$ cat config.mk
export PLATFORM = sky130hd
export DESIGN_NAME = multicycle_ctrl
export DESIGN_NICKNAME = d
export VERILOG_FILES = /design/src/rtl/ctrl_pkg.sv /design/src/rtl/instr_decode.sv /design/src/rtl/multicycle_ctrl.sv
export SDC_FILE = /design/constraint.sdc
export NUM_CORES = 1
export LEC_CHECK = 0
export BUFFER_PORTS_ARGS = -buffer_cell sky130_fd_sc_hd__buf_4
export CORE_AREA = 2 2 108 110
export CTS_CLUSTER_DIAMETER = 80
export DETAILED_ROUTE_END_ITERATION = 6
export DIE_AREA = 0 0 110 112
export MAX_ROUTING_LAYER = met4
export PLACE_DENSITY = 0.58
export SLEW_MARGIN = 20
export SYNTH_ARGS = -nofsm -noshare
export SYNTH_HDL_FRONTEND = slang
export SYNTH_SLANG_ARGS = --single-unit
export TNS_END_PERCENT = 5
$ cat constraint.sdc
create_clock -name clk -period 2.4 [get_ports clk]
set_input_delay 0.12 -clock clk [delete_from_list [all_inputs] [get_ports clk]]
set_output_delay 0.12 -clock clk [all_outputs]
set_load 0.005 [all_outputs]
$ cat src/rtl/ctrl_pkg.sv
// Shared encodings for the multi-cycle RV32I sequencer:
// opcodes, ALU ops, RF write sources, NPC selects, FSM and class enums.
package ctrl_pkg;

  localparam logic [6:0] OP_I    = 7'b0010011;
  localparam logic [6:0] OP_R    = 7'b0110011;
  localparam logic [6:0] OP_S    = 7'b0100011;
  localparam logic [6:0] OP_L    = 7'b0000011;
  localparam logic [6:0] OP_B    = 7'b1100011;
  localparam logic [6:0] OP_JAL  = 7'b1101111;
  localparam logic [6:0] OP_JALR = 7'b1100111;
  localparam logic [6:0] OP_LUI  = 7'b0110111;

  localparam logic [3:0] ALU_ADD = 4'b0000;
  localparam logic [3:0] ALU_SUB = 4'b0001;
  localparam logic [3:0] ALU_AND = 4'b0010;
  localparam logic [3:0] ALU_OR  = 4'b0011;
  localparam logic [3:0] ALU_XOR = 4'b0100;
  localparam logic [3:0] ALU_SLL = 4'b0101;
  localparam logic [3:0] ALU_SRL = 4'b0110;
  localparam logic [3:0] ALU_SRA = 4'b0111;

  localparam logic [1:0] RS_ALU = 2'b00;
  localparam logic [1:0] RS_MDR = 2'b01;
  localparam logic [1:0] RS_PC4 = 2'b10;
  localparam logic [1:0] RS_IMM = 2'b11;

  localparam logic [2:0] NPC_SEQ  = 3'b000;
  localparam logic [2:0] NPC_JAL  = 3'b010;
  localparam logic [2:0] NPC_JALR = 3'b011;
  localparam logic [2:0] NPC_BEQ  = 3'b100;
  localparam logic [2:0] NPC_BNE  = 3'b101;
  localparam logic [2:0] NPC_BLT  = 3'b110;
  localparam logic [2:0] NPC_BGE  = 3'b111;

  typedef enum logic [2:0] {
    ST_FETCH,
    ST_DECODE,
    ST_EXEC,
    ST_MEM,
    ST_WB,
    ST_TRAP
  } state_e;

  typedef enum logic [3:0] {
    CL_I,
    CL_R,
    CL_S,
    CL_L,
    CL_B,
    CL_JAL,
    CL_JALR,
    CL_LUI,
    CL_BAD
  } cls_e;

endpackage

$ cat src/rtl/instr_decode.sv
// Combinational opcode/funct decode into class, ALU op,
// RF write source and branch NPC select.
module instr_decode
  import ctrl_pkg::*;
(
  input  logic [6:0] opcode,
  input  logic [3:0] funct,
  output cls_e       cls,
  output logic       alu_src,
  output logic [3:0] alu_op,
  output logic [1:0] reg_src,
  output logic [2:0] br_npc
);

  logic [3:0] r_op;
  logic [3:0] i_op;

  always_comb begin
    cls = CL_BAD;
    unique case (1'b1)
      (opcode == OP_I):    cls = CL_I;
      (opcode == OP_R):    cls = CL_R;
      (opcode == OP_S):    cls = CL_S;
      (opcode == OP_L):    cls = CL_L;
      (opcode == OP_B):    cls = CL_B;
      (opcode == OP_JAL):  cls = CL_JAL;
      (opcode == OP_JALR): cls = CL_JALR;
      (opcode == OP_LUI):  cls = CL_LUI;
      default:             cls = CL_BAD;
    endcase
  end

  always_comb begin
    r_op = ALU_ADD;
    unique case (funct)
      4'b0000: r_op = ALU_ADD;
      4'b1000: r_op = ALU_SUB;
      4'b0111: r_op = ALU_AND;
      4'b0110: r_op = ALU_OR;
      4'b0100: r_op = ALU_XOR;
      4'b0001: r_op = ALU_SLL;
      4'b0101: r_op = ALU_SRL;
      4'b1101: r_op = ALU_SRA;
      default: r_op = ALU_ADD;
    endcase
  end

  // funct[3] is an immediate bit for I-type except on shifts
  always_comb begin
    i_op = ALU_ADD;
    unique case (funct[2:0])
      3'b111:  i_op = ALU_AND;
      3'b110:  i_op = ALU_OR;
      3'b100:  i_op = ALU_XOR;
      3'b001:  i_op = ALU_SLL;
      3'b101:  i_op = funct[3] ? ALU_SRA : ALU_SRL;
      default: i_op = ALU_ADD;
    endcase
  end

  always_comb begin
    alu_op  = ALU_ADD;
    alu_src = 1'b0;
    reg_src = RS_ALU;
    br_npc  = NPC_BEQ;
    unique case (cls)
      CL_R: begin
        alu_op  = r_op;
        alu_src = 1'b1;
      end
      CL_I:    alu_op = i_op;
      CL_B: begin
        alu_op  = ALU_SUB;
        alu_src = 1'b1;
      end
      CL_L:    reg_src = RS_MDR;
      CL_JAL:  reg_src = RS_PC4;
      CL_JALR: reg_src = RS_PC4;
      CL_LUI:  reg_src = RS_IMM;
      default: alu_op = ALU_ADD;
    endcase
    unique case (funct[2:0])
      3'b001:  br_npc = NPC_BNE;
      3'b100:  br_npc = NPC_BLT;
      3'b101:  br_npc = NPC_BGE;
      default: br_npc = NPC_BEQ;
    endcase
  end

endmodule

$ cat src/rtl/multicycle_ctrl.sv
// Multi-cycle FETCH/DECODE/EXEC/MEM/WB sequencer with one-shot
// write strobes, memory-wait timeout trap and retire counter.
module multicycle_ctrl
  import ctrl_pkg::*;
#(
  parameter int TIMEOUT = 16,
  parameter int RET_W   = 32
) (
  input  logic             clk,
  input  logic             rst_n,
  input  logic [6:0]       opcode,
  input  logic [3:0]       funct,
  output logic             imem_req,
  input  logic             imem_ready,
  output logic             ir_write,
  output logic             dmem_req,
  input  logic             dmem_ready,
  output logic             mdr_write,
  output logic             pc_write,
  output logic             ctrl_ALU_input,
  output logic [3:0]       ctrl_ALU_output,
  output logic             ctrl_DRAM_write,
  output logic [1:0]       ctrl_Reg_input,
  output logic             ctrl_Reg_write,
  output logic [2:0]       ctrl_NPC_output,
  output logic             trap,
  output logic [RET_W-1:0] retired
);

  localparam int TW = $clog2(TIMEOUT);

  cls_e       dec_cls;
  logic       dec_alu_src;
  logic [3:0] dec_alu_op;
  logic [1:0] dec_reg_src;
  logic [2:0] dec_br_npc;

  instr_decode u_dec (
    .opcode  (opcode),
    .funct   (funct),
    .cls     (dec_cls),
    .alu_src (dec_alu_src),
    .alu_op  (dec_alu_op),
    .reg_src (dec_reg_src),
    .br_npc  (dec_br_npc)
  );

  state_e           state_q, state_d;
  cls_e             cls_q, cls_d;
  logic             alu_src_q, alu_src_d;
  logic [3:0]       alu_op_q, alu_op_d;
  logic [1:0]       reg_src_q, reg_src_d;
  logic [2:0]       br_npc_q, br_npc_d;
  logic [TW-1:0]    tmo_q, tmo_d;
  logic             trap_q, trap_d;
  logic [RET_W-1:0] retired_q, retired_d;

  logic       imem_req_c, ir_write_c, dmem_req_c;
  logic       mdr_write_c, pc_write_c, dram_we_c;
  logic       reg_we_c, alu_in_c, wait_c;
  logic [3:0] alu_op_c;
  logic [1:0] reg_in_c;
  logic [2:0] npc_c;

  always_comb begin
    state_d     = state_q;
    cls_d       = cls_q;
    alu_src_d   = alu_src_q;
    alu_op_d    = alu_op_q;
    reg_src_d   = reg_src_q;
    br_npc_d    = br_npc_q;
    tmo_d       = tmo_q;
    trap_d      = trap_q;
    retired_d   = retired_q;
    imem_req_c  = 1'b0;
    ir_write_c  = 1'b0;
    dmem_req_c  = 1'b0;
    mdr_write_c = 1'b0;
    pc_write_c  = 1'b0;
    dram_we_c   = 1'b0;
    reg_we_c    = 1'b0;
    alu_in_c    = 1'b0;
    alu_op_c    = '0;
    reg_in_c    = '0;
    npc_c       = '0;
    wait_c      = 1'b0;

    if (state_q inside {ST_EXEC, ST_MEM, ST_WB}) begin
      alu_in_c = alu_src_q;
      alu_op_c = alu_op_q;
    end

    unique case (state_q)
      ST_FETCH: begin
        imem_req_c = 1'b1;
        if (imem_ready) begin
          ir_write_c = 1'b1;
          tmo_d      = '0;
          state_d    = ST_DECODE;
        end else begin
          wait_c = 1'b1;
        end
      end
      ST_DECODE: begin
        cls_d     = dec_cls;
        alu_src_d = dec_alu_src;
        alu_op_d  = dec_alu_op;
        reg_src_d = dec_reg_src;
        br_npc_d  = dec_br_npc;
        state_d   = (dec_cls == CL_BAD) ? ST_TRAP : ST_EXEC;
      end
      ST_EXEC: begin
        if (cls_q == CL_B) begin
          pc_write_c = 1'b1;
          npc_c      = br_npc_q;
          state_d    = ST_FETCH;
        end else if (cls_q == CL_S || cls_q == CL_L) begin
          state_d = ST_MEM;
        end else begin
          state_d = ST_WB;
        end
      end
      ST_MEM: begin
        dmem_req_c = 1'b1;
        dram_we_c  = (cls_q == CL_S);
        if (dmem_ready) begin
          tmo_d = '0;
          if (cls_q == CL_S) begin
            pc_write_c = 1'b1;
            state_d    = ST_FETCH;
          end else begin
            mdr_write_c = 1'b1;
            state_d     = ST_WB;
          end
        end else begin
          wait_c = 1'b1;
        end
      end
      ST_WB: begin
        reg_we_c   = 1'b1;
        pc_write_c = 1'b1;
        reg_in_c   = reg_src_q;
        npc_c      = (cls_q == CL_JAL)  ? NPC_JAL  :
                     (cls_q == CL_JALR) ? NPC_JALR : NPC_SEQ;
        state_d    = ST_FETCH;
      end
      ST_TRAP: trap_d = 1'b1;
      default: state_d = ST_FETCH;
    endcase

    // ready in the final allowed wait cycle still completes
    if (wait_c) begin
      if (tmo_q == TW'(TIMEOUT - 1)) begin
        tmo_d   = '0;
        state_d = ST_TRAP;
      end else begin
        tmo_d = tmo_q + TW'(1);
      end
    end

    if (state_d == ST_TRAP) trap_d = 1'b1;
    if (pc_write_c) retired_d = retired_q + RET_W'(1);
  end

  always_ff @(posedge clk) begin
    if (!rst_n) begin
      state_q   <= ST_FETCH;
      cls_q     <= CL_I;
      alu_src_q <= 1'b0;
      alu_op_q  <= '0;
      reg_src_q <= '0;
      br_npc_q  <= '0;
      tmo_q     <= '0;
      trap_q    <= 1'b0;
      retired_q <= '0;
    end else begin
      state_q   <= state_d;
      cls_q     <= cls_d;
      alu_src_q <= alu_src_d;
      alu_op_q  <= alu_op_d;
      reg_src_q <= reg_src_d;
      br_npc_q  <= br_npc_d;
      tmo_q     <= tmo_d;
      trap_q    <= trap_d;
      retired_q <= retired_d;
    end
  end

  assign imem_req        = rst_n & imem_req_c;
  assign ir_write        = rst_n & ir_write_c;
  assign dmem_req        = rst_n & dmem_req_c;
  assign mdr_write       = rst_n & mdr_write_c;
  assign pc_write        = rst_n & pc_write_c;
  assign ctrl_ALU_input  = rst_n & alu_in_c;
  assign ctrl_ALU_output = rst_n ? alu_op_c : '0;
  assign ctrl_DRAM_write = rst_n & dram_we_c;
  assign ctrl_Reg_input  = rst_n ? reg_in_c : '0;
  assign ctrl_Reg_write  = rst_n & reg_we_c;
  assign ctrl_NPC_output = rst_n ? npc_c : '0;
  assign trap            = rst_n & trap_q;
  assign retired         = rst_n ? retired_q : '0;

endmodule

==> metrics.txt <==
run status=finished, final reports clean; CP Launch Point=cls_q[0]; clock slew seen by the registers of the worst setup and hold paths=0.07 ns; final net count=484; number of synthesized flops with an enable pin=0; clock tree from TritonCTS=built; number of cells on the worst reg-to-reg path=5; pre-CTS WS=0.322 ns; Reg-to-Reg End=retired_q[30]; Max H-tree Level=2; share of post-route cells with drive strength above 1=21.2%; part of the power in registers=48.3%; asr flop ratio synth=0%; setup fix buffers added after clock tree synthesis=0; Final setup viols=0; core area=11200 um^2; Max-slew headroom=49.2%; maximum number of pins on one net before global-route repair=99; setup slack, reg-to-reg=0.33 ns; min Tclk post-route=2.13 ns; Setup Skew=0.00727 ns; unrepaired setup endpoints after global routing=false; worst min-delay path category=primary input to flop; Post-DP Area=3950 um^2; Starting DRT DRC Count=121; number of antenna violations at the first check in global routing=0; post-synthesis register bit count=53; Die X-Extent=110 um; routed len/inst=13.6 um; cts hold-fix bufs=0; most frequent cells in the layout=74 x sky130_fd_sc_hd__buf_4, 53 x sky130_fd_sc_hd__dfxtp_1, 47 x sky130_fd_sc_hd__and2_1; final wirelength=8.32 mm; area share of the largest cell type after synthesis=32.2%; pwr/cell area=456 nW/um^2; number of clock buffers inserted by TritonCTS=5; total of fill cells in the finished design=1164; worst path arrival time=2.01 ns; Placed Instances=603; Clock Tree Root=sky130_fd_sc_hd__clkbuf_16; Post-Synthesis Cells=406; share of synthesized area occupied by flip-flops and latches=32.2%; post-synthesis instance area=3300 um^2; cell taking the most area after synthesis=sky130_fd_sc_hd__dfxtp_1; global-route wire length before repair=14.1 mm; total number of placement rows=39; Comb power frac=10.7%; number of antenna repair diodes=0; leakage power figure=1.65 nW; post-layout instance count excluding filler cells=611; area of the die=12300 um^2; Initial DRT Pass Iterations=5; Port-buffer cells=63; final hold violation count=0; synth warn=0; WS Path Type=flop to primary output; net count after synthesis=423; effective utilization at floorplan=29.5%; clock sink count=53; Worst Setup Start Kind=flop; Required @ worst endpoint=2.28 ns; net switching share of the total power=24.0%; P&R area growth vs syn=24.7%; remaining global-route overflow=0; max frequency=0.470 GHz; Post-Synthesis Mean Instance Area=8.12 um^2; CP Capture Type=primary output; primary flip-flop cell chosen by synthesis mapping=sky130_fd_sc_hd__dfxtp_1; Final ANT Viol Nets=0; cells resized by post-CTS repair=0; cell types occupying the most area after synthesis=sky130_fd_sc_hd__dfxtp_1 32%, sky130_fd_sc_hd__and2_1 8.9%, sky130_fd_sc_hd__nor2b_1 4.4%; number of max-cap violations=0; count of cell types in the netlist=60; number of top-level pins=65; top fanout value on the critical path=6; slack of the critical path=0.272 ns; HPWL after detailed placement=6.29 mm; post-route standard cell area excluding fillers=4110 um^2; final clock period utilization by the worst path=88.7%; via count of the first global-routing pass=2962; max-slew violation count=0; final-layout setup total negative slack=0 ns; total power after layout=0.00188 W; total DRC errors in the routed layout=0; placer congestion estimate=0.847; clock share of power=41.0%; endpoint of the most critical setup path=ctrl_NPC_output[0]; GRT Resource Usage Total=14.5%; via count normalized by instance count=5.00; overall die height=112 um; Worst Tran Pin Value=0.762 ns; leading cell type in the layout, fill and taps excluded=sky130_fd_sc_hd__buf_4; Critical R2R Launch=cls_q[0]; clock tree buffer depth=2; net switching power of the design=0.000451 W; largest vdd supply drop=0.261 mV; routed vias=3052; internal power component=0.00143 W; clock insertion delay at the later pin of the skew report=0.29 ns
## critical path, stage by stage (launching register included)
cell and delay (ns):
sky130_fd_sc_hd__dfxtp_1 0.37, sky130_fd_sc_hd__or4b_4 0.61, sky130_fd_sc_hd__nor2_1 0.26, sky130_fd_sc_hd__nand2_1 0.09
sky130_fd_sc_hd__a21oi_1 0.23, sky130_fd_sc_hd__buf_4 0.16
## worst min path at each step
| stage | cells past startpoint | startpoint | to |
|---|---|---|---|
| final | 3 | funct[1] | br_npc_q[0] |
| after global routing | 3 | funct[1] | br_npc_q[0] |
| after CTS | 3 | funct[1] | br_npc_q[0] |
| after detailed placement | 1 | br_npc_q[2] | br_npc_q[2] |
| after global placement | 1 | br_npc_q[2] | br_npc_q[2] |
| after floorplan | 2 | funct[0] | br_npc_q[0] |
## final cells by class
type	instances	area (um^2)	area share, %
multi-input cells	328	2140	51.9
flip-flops and latches	53	1060	25.8
repair buffers	74	556	13.5
well taps	143	179	4.35
clock buffers	7	153	3.71
inverters	5	18.8	0.456
clock inverters	1	8.76	0.213
## cell families (layout without fill, tap and decap cells)
kind of cell	after synthesis	in the layout	synth area share, %
xor gates and xnor gates	14	14	3.72
muxes	13	13	4.36
AOI/OAI and AO/OA	88	88	18.4
and+or+nand+nor	209	209	37.1
DFF	53	53	32.2
buffers and inverters	25	87	3.04
adders and majority gates	3	3	1.06
other	1	1	0.114
## flip-flops by register name, indices dropped and copies added, names as in the netlist
name and cells:
retired_q 32, cls_q 4, tmo_q 4, alu_op_q 3, br_npc_q 3, state_q 3
reg_src_q 2, alu_src_q 1, trap_q 1
## through the flow
step | utilization (%) | hold WS, ns
final | 36.8 | 0.163
after global routing | 36.8 | 0.199
after CTS | 36.8 | 0.163
after detailed placement | 35.3 | 0.450
after global placement | 35.3 | 0.440
after floorplan | - | 0.293
## power by group through the flow
stage               logic (W)  clock network, W  registers (W)
floorplan            0.000128                 0       0.000924
global placement     0.000198                 0       0.000926
detailed placement   0.000201                 0       0.000927
CTS                  0.000202          0.000795       0.000907
global route         0.000225          0.000830       0.000909
finish               0.000200          0.000769       0.000907
## layer usage
metal / vias to the layer above / track usage (%) / routed length (um)
met5: - / - / 0
met4: 0 / 3.80 / 114
met3: 9 / 2.11 / 282
met2: 58 / 23.4 / 4030
met1: 1411 / 18.9 / 3880
li1: 1574 / - / -
## cells in the mapped netlist, drive strengths merged, types with 2 or more instances
master / n
or3b: 2
nor2b: 23
mux2i: 2
nand2: 34
a211oi: 5
a32oi: 2
nor4b: 2
and4: 5
nor3: 15
ha: 2
nor2: 21
dfxtp: 53
o211ai: 5
nand3: 10
xnor2: 13
o21a: 7
o2111ai: 5
nand4bb: 2
buf: 2
a211o: 2
nand4: 2
a21boi: 8
a21oi: 12
nand3b: 3
nand4b: 2
o31ai: 3
mux2: 11
a22oi: 3
inv: 5
nor3b: 2
and2: 47
clkbuf: 18
a21o: 2
o21ai: 27
or3: 7
nand2b: 14
nor4: 2
and3: 13
or4: 2
(Power assumes the default switching activity.)
